[src/rtl/ysyx_24110015_forward_scoreboard_if.sv]
// Decode-side issue handshake and per-port forwarding results shared by the IDU
// and the bypass/scoreboard unit.
interface ysyx_24110015_forward_scoreboard_if #(
  parameter int XLEN = 32,
  parameter int NREG = 32,
  parameter int NRP  = 2
);
  localparam int AW = $clog2(NREG);

  logic                 id_valid;
  logic                 id_ready;
  logic [NRP-1:0]       id_rs_en;
  logic [NRP*AW-1:0]    id_rs_addr;
  logic                 id_wen;
  logic [AW-1:0]        id_rd;
  logic [NRP-1:0]       fwd_hit;
  logic [NRP*XLEN-1:0]  fwd_data;

  modport master (
    output id_valid, id_rs_en, id_rs_addr, id_wen, id_rd,
    input  id_ready, fwd_hit, fwd_data
  );

  modport slave (
    input  id_valid, id_rs_en, id_rs_addr, id_wen, id_rd,
    output id_ready, fwd_hit, fwd_data
  );
endinterface

[src/rtl/ysyx_24110015_forward_scoreboard.sv]
// RAW-hazard bypass unit: picks the youngest matching forwarding tap per read port
// and keeps a per-register in-flight writer count so untapped producers still stall issue.
module ysyx_24110015_forward_scoreboard #(
  parameter int XLEN = 32,
  parameter int NREG = 32,
  parameter int NRP  = 2,
  parameter int NSTG = 3,
  parameter int CNTW = 2
) (
  input  logic                   clk,
  input  logic                   rst_n,
  ysyx_24110015_forward_scoreboard_if.slave id_if,
  input  logic [NSTG-1:0]        i_stg_valid,
  input  logic [NSTG-1:0]        i_stg_wen,
  input  logic [NSTG*$clog2(NREG)-1:0] i_stg_waddr,
  input  logic [NSTG-1:0]        i_stg_rdy,
  input  logic [NSTG*XLEN-1:0]   i_stg_data,
  input  logic                   i_wb_retire,
  input  logic [$clog2(NREG)-1:0] i_wb_rd,
  input  logic                   i_flush,
  output logic                   o_stall,
  output logic                   o_sb_err,
  output logic [31:0]            o_stall_cycles
);
  localparam int AW = $clog2(NREG);
  localparam logic [CNTW-1:0] CNT_MAX = {CNTW{1'b1}};

  logic [NREG-1:0][CNTW-1:0] r_cnt;
  logic                      r_sb_err;
  logic [31:0]               r_stall_cycles;

  logic [NRP-1:0][AW-1:0]    w_addr;
  logic [NRP-1:0]            w_any;
  logic [NRP-1:0]            w_wrdy;
  logic [NRP-1:0][XLEN-1:0]  w_wdata;
  logic [NRP-1:0]            w_chk;
  logic [NRP-1:0]            w_haz;
  logic [NRP-1:0]            w_hit;
  logic [NRP*XLEN-1:0]       w_fwd_data;
  logic                      w_m;
  logic                      w_stall;
  logic                      w_full;
  logic                      w_issue;
  logic [NREG-1:0][CNTW-1:0] w_cnt_nxt;
  logic                      w_err_set;
  logic                      w_inc;
  logic                      w_dec;

  // Tap match per port; scanning oldest to youngest lets the youngest match win.
  always_comb begin
    w_addr     = '0;
    w_any      = '0;
    w_wrdy     = '0;
    w_wdata    = '0;
    w_chk      = '0;
    w_haz      = '0;
    w_hit      = '0;
    w_fwd_data = '0;
    w_m        = 1'b0;
    for (int p = 0; p < NRP; p++) begin
      w_addr[p] = id_if.id_rs_addr[p*AW +: AW];
      for (int s = NSTG - 1; s >= 0; s--) begin
        w_m = i_stg_valid[s] & i_stg_wen[s] & (i_stg_waddr[s*AW +: AW] == w_addr[p]);
        w_any[p]   = w_any[p] | w_m;
        w_wrdy[p]  = w_m ? i_stg_rdy[s] : w_wrdy[p];
        w_wdata[p] = w_m ? i_stg_data[s*XLEN +: XLEN] : w_wdata[p];
      end
      w_chk[p] = id_if.id_valid & id_if.id_rs_en[p] & (w_addr[p] != {AW{1'b0}});
      w_haz[p] = w_any[p] ? ~w_wrdy[p] : (r_cnt[w_addr[p]] != {CNTW{1'b0}});
      w_hit[p] = w_chk[p] & w_any[p] & w_wrdy[p];
      w_fwd_data[p*XLEN +: XLEN] = w_hit[p] ? w_wdata[p] : {XLEN{1'b0}};
    end
  end

  assign w_stall = |(w_chk & w_haz);
  assign w_full  = id_if.id_wen & (id_if.id_rd != {AW{1'b0}}) & (r_cnt[id_if.id_rd] == CNT_MAX);
  assign w_issue = id_if.id_valid & ~w_stall & ~w_full;

  assign id_if.id_ready  = ~w_stall & ~w_full;
  assign id_if.fwd_hit   = w_hit;
  assign id_if.fwd_data  = w_fwd_data;
  assign o_stall         = w_stall;
  assign o_sb_err        = r_sb_err;
  assign o_stall_cycles  = r_stall_cycles;

  // Next in-flight count per register; x0 never tracks a writer.
  always_comb begin
    w_cnt_nxt = r_cnt;
    w_err_set = 1'b0;
    w_inc     = 1'b0;
    w_dec     = 1'b0;
    w_cnt_nxt[0] = {CNTW{1'b0}};
    for (int r = 1; r < NREG; r++) begin
      w_inc = w_issue & id_if.id_wen & (id_if.id_rd == AW'(r));
      w_dec = i_wb_retire & (i_wb_rd == AW'(r));
      // A retire with nothing in flight means the bookkeeping went wrong upstream.
      w_err_set = w_err_set | (w_dec & (r_cnt[r] == {CNTW{1'b0}}));
      case ({w_inc, w_dec})
        2'b10:   w_cnt_nxt[r] = r_cnt[r] + CNTW'(1);
        2'b01:   w_cnt_nxt[r] = (r_cnt[r] == {CNTW{1'b0}}) ? r_cnt[r] : r_cnt[r] - CNTW'(1);
        default: w_cnt_nxt[r] = r_cnt[r];
      endcase
    end
  end

  // Scoreboard counters; flush drops every in-flight writer.
  always_ff @(posedge clk or negedge rst_n) begin
    if (!rst_n) begin
      r_cnt <= '0;
    end else if (i_flush) begin
      r_cnt <= '0;
    end else begin
      r_cnt <= w_cnt_nxt;
    end
  end

  // Sticky error flag and saturating stall-cycle counter.
  always_ff @(posedge clk or negedge rst_n) begin
    if (!rst_n) begin
      r_sb_err       <= 1'b0;
      r_stall_cycles <= 32'd0;
    end else begin
      r_sb_err <= r_sb_err | w_err_set;
      if (id_if.id_valid && w_stall && (r_stall_cycles != 32'hFFFF_FFFF)) begin
        r_stall_cycles <= r_stall_cycles + 32'd1;
      end else begin
        r_stall_cycles <= r_stall_cycles;
      end
    end
  end
endmodule

[src/flat_wrapper.sv]
// flat-port wrapper written by rule: the top's interface ports become plain ports
module ysyx_24110015_forward_scoreboard_flat 
#(
  parameter int XLEN = 32,
  parameter int NREG = 32,
  parameter int NRP  = 2,
  parameter int NSTG = 3,
  parameter int CNTW = 2
)
  (clk, rst_n, i_stg_valid, i_stg_wen, i_stg_waddr, i_stg_rdy, i_stg_data, i_wb_retire, i_wb_rd, i_flush, o_stall, o_sb_err, o_stall_cycles, id_if_id_valid, id_if_id_rs_en, id_if_id_rs_addr, id_if_id_wen, id_if_id_rd, id_if_id_ready, id_if_fwd_hit, id_if_fwd_data);
  ysyx_24110015_forward_scoreboard_if #(.XLEN(XLEN), .NREG(NREG), .NRP(NRP)) id_if_i ();
  input  logic clk;
  input  logic rst_n;
  input  logic [NSTG-1:0] i_stg_valid;
  input  logic [NSTG-1:0] i_stg_wen;
  input  logic [NSTG*$clog2(NREG)-1:0] i_stg_waddr;
  input  logic [NSTG-1:0] i_stg_rdy;
  input  logic [NSTG*XLEN-1:0] i_stg_data;
  input  logic i_wb_retire;
  input  logic [$clog2(NREG)-1:0] i_wb_rd;
  input  logic i_flush;
  output logic o_stall;
  output logic o_sb_err;
  output logic [31:0] o_stall_cycles;
  input wire logic [$bits(id_if_i.id_valid)-1:0] id_if_id_valid;
  input wire logic [$bits(id_if_i.id_rs_en)-1:0] id_if_id_rs_en;
  input wire logic [$bits(id_if_i.id_rs_addr)-1:0] id_if_id_rs_addr;
  input wire logic [$bits(id_if_i.id_wen)-1:0] id_if_id_wen;
  input wire logic [$bits(id_if_i.id_rd)-1:0] id_if_id_rd;
  output wire logic [$bits(id_if_i.id_ready)-1:0] id_if_id_ready;
  output wire logic [$bits(id_if_i.fwd_hit)-1:0] id_if_fwd_hit;
  output wire logic [$bits(id_if_i.fwd_data)-1:0] id_if_fwd_data;
  assign id_if_i.id_valid = id_if_id_valid;
  assign id_if_i.id_rs_en = id_if_id_rs_en;
  assign id_if_i.id_rs_addr = id_if_id_rs_addr;
  assign id_if_i.id_wen = id_if_id_wen;
  assign id_if_i.id_rd = id_if_id_rd;
  assign id_if_id_ready = id_if_i.id_ready;
  assign id_if_fwd_hit = id_if_i.fwd_hit;
  assign id_if_fwd_data = id_if_i.fwd_data;
  ysyx_24110015_forward_scoreboard #(.XLEN(XLEN), .NREG(NREG), .NRP(NRP), .NSTG(NSTG), .CNTW(CNTW)) u_core (.clk(clk), .rst_n(rst_n), .id_if(id_if_i), .i_stg_valid(i_stg_valid), .i_stg_wen(i_stg_wen), .i_stg_waddr(i_stg_waddr), .i_stg_rdy(i_stg_rdy), .i_stg_data(i_stg_data), .i_wb_retire(i_wb_retire), .i_wb_rd(i_wb_rd), .i_flush(i_flush), .o_stall(o_stall), .o_sb_err(o_sb_err), .o_stall_cycles(o_stall_cycles));
endmodule
[config.mk]
export PLATFORM = sky130hd
export DESIGN_NAME = ysyx_24110015_forward_scoreboard_flat
export DESIGN_NICKNAME = d
export VERILOG_FILES = /design/src/rtl/ysyx_24110015_forward_scoreboard_if.sv /design/src/rtl/ysyx_24110015_forward_scoreboard.sv /design/src/flat_wrapper.sv
export SDC_FILE = /design/constraint.sdc
export NUM_CORES = 1
export LEC_CHECK = 0
export ABC_AREA = 1
export CORE_ASPECT_RATIO = 1.75
export CORE_MARGIN = 4
export CORE_UTILIZATION = 30
export DETAILED_ROUTE_END_ITERATION = 12
export GPL_TIMING_DRIVEN = 0
export PLACE_DENSITY_LB_ADDON = 0.08
export SLEW_MARGIN = 15
export SYNTH_ARGS = -nofsm -noshare
export SYNTH_HDL_FRONTEND = slang
export SYNTH_SLANG_ARGS = --single-unit
[constraint.sdc]
create_clock -name clk -period 5.4 [get_ports clk]
set_input_delay 1.62 -clock clk [delete_from_list [all_inputs] [get_ports clk]]
set_output_delay 1.62 -clock clk [all_outputs]
set_load 0.02 [all_outputs]
After elaboration in Yosys (flattened, before gate mapping)
Cells that the tools add are included.
{"block": "totals", "regBits": 97, "out_inout_bits": 101, "elab_cells": 605, "input_bits": 148}
{"block": "classes", "bitwise": 156, "muxes": 85, "n_reduce_logical": 101, "magnitude_cmp": 3, "eq_ne": 163, "add_sub_neg": 63}
{"operator": "$mux W32", "count": 8}
{"operator": "$eq A5 B5 Y1 const B", "count": 32}
{"operator": "$pmux W2 S2", "count": 31}
{"operator": "$and A1 B1 Y1", "count": 116}
{"operator": "$ne A3 B3 Y1 const B", "count": 31}
{"operator": "$reduce_bool A3 Y1", "count": 31}
{"operator": "$eq A5 B4 Y1 const B", "count": 16}
{"operator": "$mux W2", "count": 34}
{"operator": "$eq A2 B2 Y1 const B", "count": 32}
{"operator": "$mux W64", "count": 1}
{"operator": "$add A2 B1 Y2 const B", "count": 31}
{"operator": "$eq A2 B1 Y1 const B", "count": 31}
{"operator": "$logic_not A2 Y1", "count": 31}
{"operator": "$reduce_and A2 Y1", "count": 31}
{"operator": "$sub A2 B1 Y2 const B", "count": 31}
{"operator": "$eq A5 B3 Y1 const B", "count": 8}
{"operator": "$or A1 B1 Y1", "count": 35}
{"operator": "$add A32 B1 Y32 const B", "count": 1}
{"operator": "$ne A32 B32 Y1 const B", "count": 1}
{"operator": "$bmux W2 S5", "count": 3}
{"operator": "$eq A5 B5 Y1", "count": 6}
{"operator": "$eq A5 B2 Y1 const B", "count": 4}
{"operator": "$lt A5 B6 Y1 const B", "count": 3}
{"operator": "$reduce_bool A5 Y1", "count": 3}
{"operator": "7 further kinds", "count": 20}

Logic depth before layout (Yosys ltp)
{"block": "logic_depth", "depth_word": 34, "depth_mapped": 24, "mapped_depth_nobuf": 22}

Least setup slack after synthesis
No wires, ideal clock.
{"block": "synth_path", "path_kind": "in2out", "startpoint": "in id_if_id_rs_addr[6]", "endpoint": "out id_if_fwd_data[48]", "t_required_ns": 3.780, "path_buffers": 2, "path_slack_ns": 0.214, "arrival_ns": 3.566, "cell_stages": 14, "path_cell_list": "buf_4 inv_1 nand2_1 nand2_1 nor2_1 nand3_1 nand3_1 nand2_1 inv_1 nand2_1 nor2_1 clkbuf_1 o21ai_0 nor2_1"}
{"block": "synth_between", "elab_chain_cells": 7, "word_cells_on_any_way": 19, "cone_classes": "eq/ne (3); mux (7); bitwise (8); reduce/logical (1)"}
{"element": "start, declared", "line": "flat_wrapper.sv:27", "source": "input wire logic [$bits(id_if_i.id_rs_addr)-1:0] id_if_id_rs_addr;"}
{"element": "$eq A5 B5 Y1", "line": "ysyx_24110015_forward_scoreboard.sv:63", "source": "w_m = i_stg_valid[s] & i_stg_wen[s] & (i_stg_waddr[s*AW +: AW] == w_addr[p]);"}
{"element": "$and A1 B1 Y1", "line": "ysyx_24110015_forward_scoreboard.sv:63"}
{"element": "$or A1 B1 Y1 / $mux W1 (equally long branches) (2 in series)", "line": "ysyx_24110015_forward_scoreboard.sv:64, ysyx_24110015_forward_scoreboard.sv:65"}
{"element": "$and A1 B1 Y1 / $mux W1 (equally long branches)", "line": "ysyx_24110015_forward_scoreboard.sv:70, ysyx_24110015_forward_scoreboard.sv:65"}
{"element": "$and A1 B1 Y1 (*)", "line": "ysyx_24110015_forward_scoreboard.sv:70", "source": "w_hit[p] = w_chk[p] & w_any[p] & w_wrdy[p];"}
{"element": "net id_if_fwd_hit[1]", "line": "flat_wrapper.sv:31", "source": "output wire logic [$bits(id_if_i.fwd_hit)-1:0] id_if_fwd_hit;"}
{"element": "$mux W32 (*)", "line": "ysyx_24110015_forward_scoreboard.sv:71", "source": "w_fwd_data[p*XLEN +: XLEN] = w_hit[p] ? w_wdata[p] : {XLEN{1'b0}};"}
{"element": "end, declared", "line": "flat_wrapper.sv:32", "source": "output wire logic [$bits(id_if_i.fwd_data)-1:0] id_if_fwd_data;"}
Mark *: on every way through the listed nets, which the timed path passes. The rest lies on a longest branch.

Final worst setup path
{"block": "layout_path", "startpoint": "in i_stg_wen[2]", "endpoint": "out id_if_fwd_data[51]"}
{"block": "layout_between", "elab_chain_cells": 7, "word_cells_on_any_way": 13, "cone_classes": "mux (7); bitwise (6)"}
{"element": "start, declared", "line": "flat_wrapper.sv:15", "source": "input logic [NSTG-1:0] i_stg_wen;"}
{"element": "$and A1 B1 Y1 (*) (2 in series)", "line": "ysyx_24110015_forward_scoreboard.sv:63"}
{"element": "$or A1 B1 Y1 / $mux W1 (equally long branches) (2 in series)", "line": "ysyx_24110015_forward_scoreboard.sv:64, ysyx_24110015_forward_scoreboard.sv:65"}
{"element": "$and A1 B1 Y1 / $mux W1 (equally long branches)", "line": "ysyx_24110015_forward_scoreboard.sv:70, ysyx_24110015_forward_scoreboard.sv:65"}
{"element": "$and A1 B1 Y1", "line": "ysyx_24110015_forward_scoreboard.sv:70"}
{"element": "$mux W32 (*)", "line": "ysyx_24110015_forward_scoreboard.sv:71"}
Every way passes the cells marked *; elsewhere a longest branch is shown, timed or not.

==> impl_metrics.xml <==
<?xml version="1.0" encoding="UTF-8"?>
<metrics>
  <group name="outcome">
    <metric name="outcome" unit="">finished clean</metric>
  </group>
  <group name="hold_path">
    <metric name="holdCritPathClass" unit="">reg -&gt; reg</metric>
  </group>
  <group name="floorplan">
    <metric name="initial_core_util" unit="%">30.5</metric>
    <metric name="die_area" unit="sq um">37700</metric>
    <metric name="design.portCount" unit="">249</metric>
    <metric name="core" unit="sq um">34000</metric>
    <metric name="die_w" unit="um">149</metric>
    <metric name="placementRows" unit="">89</metric>
    <metric name="fp.dieH" unit="um">254</metric>
  </group>
  <group name="pwr">
    <metric name="clock_power_share" unit="%">25.8</metric>
    <metric name="worst_ir_drop_vdd" unit="uV">134</metric>
    <metric name="cell_internal_pwr" unit="mW">1.50</metric>
    <metric name="share_seq_of_total_power" unit="%">35.1</metric>
    <metric name="power.share.combinational" unit="%">39.2</metric>
    <metric name="netSwitchingPower" unit="mW">1.14</metric>
    <metric name="pwr_density_cell" unit="nW/um^2">190</metric>
    <metric name="switching_share" unit="%">43.2</metric>
    <metric name="power.static_leakage" unit="nW">6.86</metric>
  </group>
  <group name="drt">
    <metric name="iteration_0_drc_count_of_the_detailed_router" unit="">644</metric>
    <metric name="drt.antenna.violating_nets" unit="">0</metric>
    <metric name="drcViolationCount" unit="">0</metric>
    <metric name="wire_length_per_cell_after_detailed_routing" unit="um">20.6</metric>
    <metric name="post_drt_via_cell_ratio" unit="">5.14</metric>
    <metric name="wl" unit="um">54200</metric>
    <metric name="detail_route.first_pass.iterations" unit="">8</metric>
    <metric name="detailroute.via_count" unit="">13517</metric>
  </group>
  <group name="sta">
    <metric name="finalSetupTns" unit="ns">0</metric>
    <metric name="timing.final.setup_violations" unit="">0</metric>
    <metric name="drv_slew" unit="">0</metric>
    <metric name="final_hold_vio_count" unit="">0</metric>
    <metric name="timing.slew.headroom" unit="%">29.9</metric>
    <metric name="max_clock_freq" unit="MHz">189</metric>
    <metric name="period_minus_slack" unit="ns">5.30</metric>
    <metric name="finalCritPeriodShare" unit="%">98.1</metric>
    <metric name="finClkSkew" unit="ns">0.0105</metric>
    <metric name="grt_setup_unrepaired" unit="">yes</metric>
    <metric name="tightest_slew" unit="ns">1.05</metric>
  </group>
  <group name="clock_network">
    <metric name="clock_sinks" unit="">95</metric>
    <metric name="clock_buffers_created_by_tritoncts" unit="">9</metric>
    <metric name="cts.clk_slew.worst_paths" unit="ns">0.08</metric>
    <metric name="cts_hold_buffers" unit="">0</metric>
    <metric name="cts.htree.levels" unit="">3</metric>
    <metric name="clock_tree.buffer_depth" unit="">2</metric>
    <metric name="tritoncts" unit="">done</metric>
    <metric name="clock_insertion_delay_worst_skew" unit="ns">0.38</metric>
    <metric name="ctsRootBufferMaster" unit="">clkbuf_16</metric>
  </group>
  <group name="synthesis">
    <metric name="syn_avg_cell_area" unit="sq um">5.47</metric>
    <metric name="post_synth_num_cell_types" unit="">39</metric>
    <metric name="synth_nets" unit="">2045</metric>
    <metric name="yosysTopAreaCellShare" unit="%">22.9</metric>
    <metric name="synth_sequential_area_ratio" unit="%">22.9</metric>
    <metric name="synth.yosys.warnings" unit="">0</metric>
    <metric name="netlist_area" unit="sq um">10400</metric>
    <metric name="synth_area_leaders" unit="">dfrtp_1, nand2_1, nand3_1, nor2_1, inv_1</metric>
    <metric name="ys_seq_elements" unit="">95</metric>
    <metric name="post-synth-top-area-cell" unit="">dfrtp_1</metric>
    <metric name="post_synth_inst_count" unit="">1896</metric>
  </group>
  <group name="global_route">
    <metric name="global_route.overflow_total" unit="">0</metric>
    <metric name="grt_start_max_net_pins" unit="">50</metric>
    <metric name="grt_use_total" unit="%">28.2</metric>
    <metric name="via_count_of_the_first_global_routing_pass" unit="">13844</metric>
    <metric name="initial_antenna_violation_count" unit="">4</metric>
    <metric name="grt_pass1_wl" unit="um">80800</metric>
  </group>
  <group name="final_layout">
    <metric name="stdcell_area" unit="sq um">13900</metric>
    <metric name="final_nets" unit="">2318</metric>
    <metric name="layout-area-overhead-vs-synth" unit="%">34.6</metric>
    <metric name="mostFrequentLayoutCell" unit="">nand2_1</metric>
    <metric name="layout.cells.most_common_list" unit="">nand2_1, inv_1, nor2_1</metric>
    <metric name="fraction_of_final_layout_cells_with_drive_strength_greater_than_1" unit="%">10.9</metric>
    <metric name="finish.utilization" unit="%">41.1</metric>
  </group>
  <group name="critical_path">
    <metric name="end_kind" unit="">primary output</metric>
    <metric name="timing.critical_path.required" unit="ns">3.78</metric>
    <metric name="setup.worst_path.start_class" unit="">input pin</metric>
    <metric name="crit_type" unit="">in -&gt; out</metric>
    <metric name="cp.arrival" unit="ns">3.68</metric>
    <metric name="path_max_fanout" unit="">5</metric>
  </group>
  <group name="placement">
    <metric name="placed_cell_area" unit="sq um">13400</metric>
    <metric name="hpwl_reported_at_the_end_of_detailed_placement" unit="um">44500</metric>
    <metric name="numPortBuffers" unit="">241</metric>
    <metric name="routabilityCongestion" unit="">1.01</metric>
  </group>
  <group name="flow_run">
    <metric name="cap_viol_max_count" unit="">0</metric>
  </group>
</metrics>
-- cells by family (layout without fill, tap and decap cells) --
logic type | count (synthesis) | after routing | synth area share [%]
AND/OR/NAND/NOR | 1184 | 1184 | 48.3
buffers and inverters | 334 | 612 | 12.8
AO/OA/AOI/OAI | 252 | 252 | 13.3
flip-flops | 95 | 95 | 22.9
XOR/XNOR | 30 | 30 | 2.53
adder cells (fa/ha/maj) | 1 | 1 | 0.121
other | 0 | 2 | 0
-- routing by layer --
metal	wire length, um	track usage (%)
met2	29100	54.7
met5	13	0
met4	3760	17.7
met1	17900	26.1
met3	3460	6.28
-- worst max-delay path, cell delays in order --
cell and delay [ns]:
clkdlybuf4s50_1 0.47, nand2_2 0.07, inv_2 0.06, o21ai_0 0.08, nor2_1 0.13, nand3_2 0.12
nand3_2 0.10, nand2_1 0.06, inv_2 0.06, nand2_2 0.06, nor2_4 0.16, buf_12 0.14
clkbuf_16 0.14, o21ai_1 0.07, nor2_2 0.19, buf_6 0.15
-- area by class of cell --
class	instances	area, sq um
multi-input combinational	1467	6890
buffer	61	427
antenna	2	5.00
clock inverter	7	72.6
inverter	273	1030
timing repair buffer	262	2350
clock buffer	9	225
fill	3840	20000
tap	455	569
sequential	95	2380
-- through the flow --
stage	worst slack [ns]	std cells	hold WS (ns)	power [mW]
floorplan	0.214	1896	0.497	1.47
global placement	-1.85	2592	0.487	1.95
detailed placement	-1.82	2593	0.494	1.96
CTS	-0.0499	2628	0.513	2.66
global route	-0.0227	2629	0.552	2.81
finish	0.100	2631	0.509	2.65
-- flip-flops by register name (all words and copies together) (netlist names) --
signal / count
u_core.r_cnt: 62
u_core.o_sb_err: 1
u_core.o_stall_cycles: 32
-- power by group through the flow --
stage / sequential, mW / clock [mW] / combinational [mW]
final: 0.929 / 0.683 / 1.04
after global routing: 0.946 / 0.726 / 1.14
after detailed placement: 0.939 / 0 / 1.02
after floorplan: 0.945 / 0 / 0.522
after CTS: 0.929 / 0.702 / 1.03
after global placement: 0.942 / 0 / 1.01
-- synth_stat cells (all sizes together) --
cell and n:
a211oi 2, a21oi 70, a221oi 20, buf 20, clkbuf 41, clkinv 2
dfrtp 95, ha 1, inv 271, nand2 603, nand3 229, nand3b 7
nand4 26, nor2 271, nor3 36, nor3b 1, nor4 8, nor4b 1
o21ai 144, o221ai 8, o22ai 7, o32ai 1, or2 1, or3 1
xnor2 7, xor2 23
-- final timing paths --
kind                                                      start                                    to  cells after the start  slack [ns]
hold / removal             u_core.o_stall_cycles[4]$_DFFE_PN0P_  u_core.o_stall_cycles[4]$_DFFE_PN0P_                      1        0.51
max in group asynchronous                                 rst_n           u_core.r_cnt[7]$_DFFE_PN0P_                      2        3.58
setup reg to reg                   u_core.r_cnt[49]$_DFFE_PN0P_          u_core.r_cnt[32]$_DFFE_PN0P_                     18        2.40
setup / recovery                                   i_stg_wen[2]                    id_if_fwd_data[51]                     16         0.1
min in group asynchronous                                 rst_n          u_core.r_cnt[21]$_DFFE_PN0P_                      1        1.17
hold reg to reg            u_core.o_stall_cycles[4]$_DFFE_PN0P_  u_core.o_stall_cycles[4]$_DFFE_PN0P_                      1        0.51
-- what timing repair did --
item	CTS	global route
gates resized for setup	376	74
gates cloned	1	0
buffers inserted	18	1
pin swaps	18	12
setup endpoints to repair	68	67
Note: power is estimated with default switching activity, not from simulation.
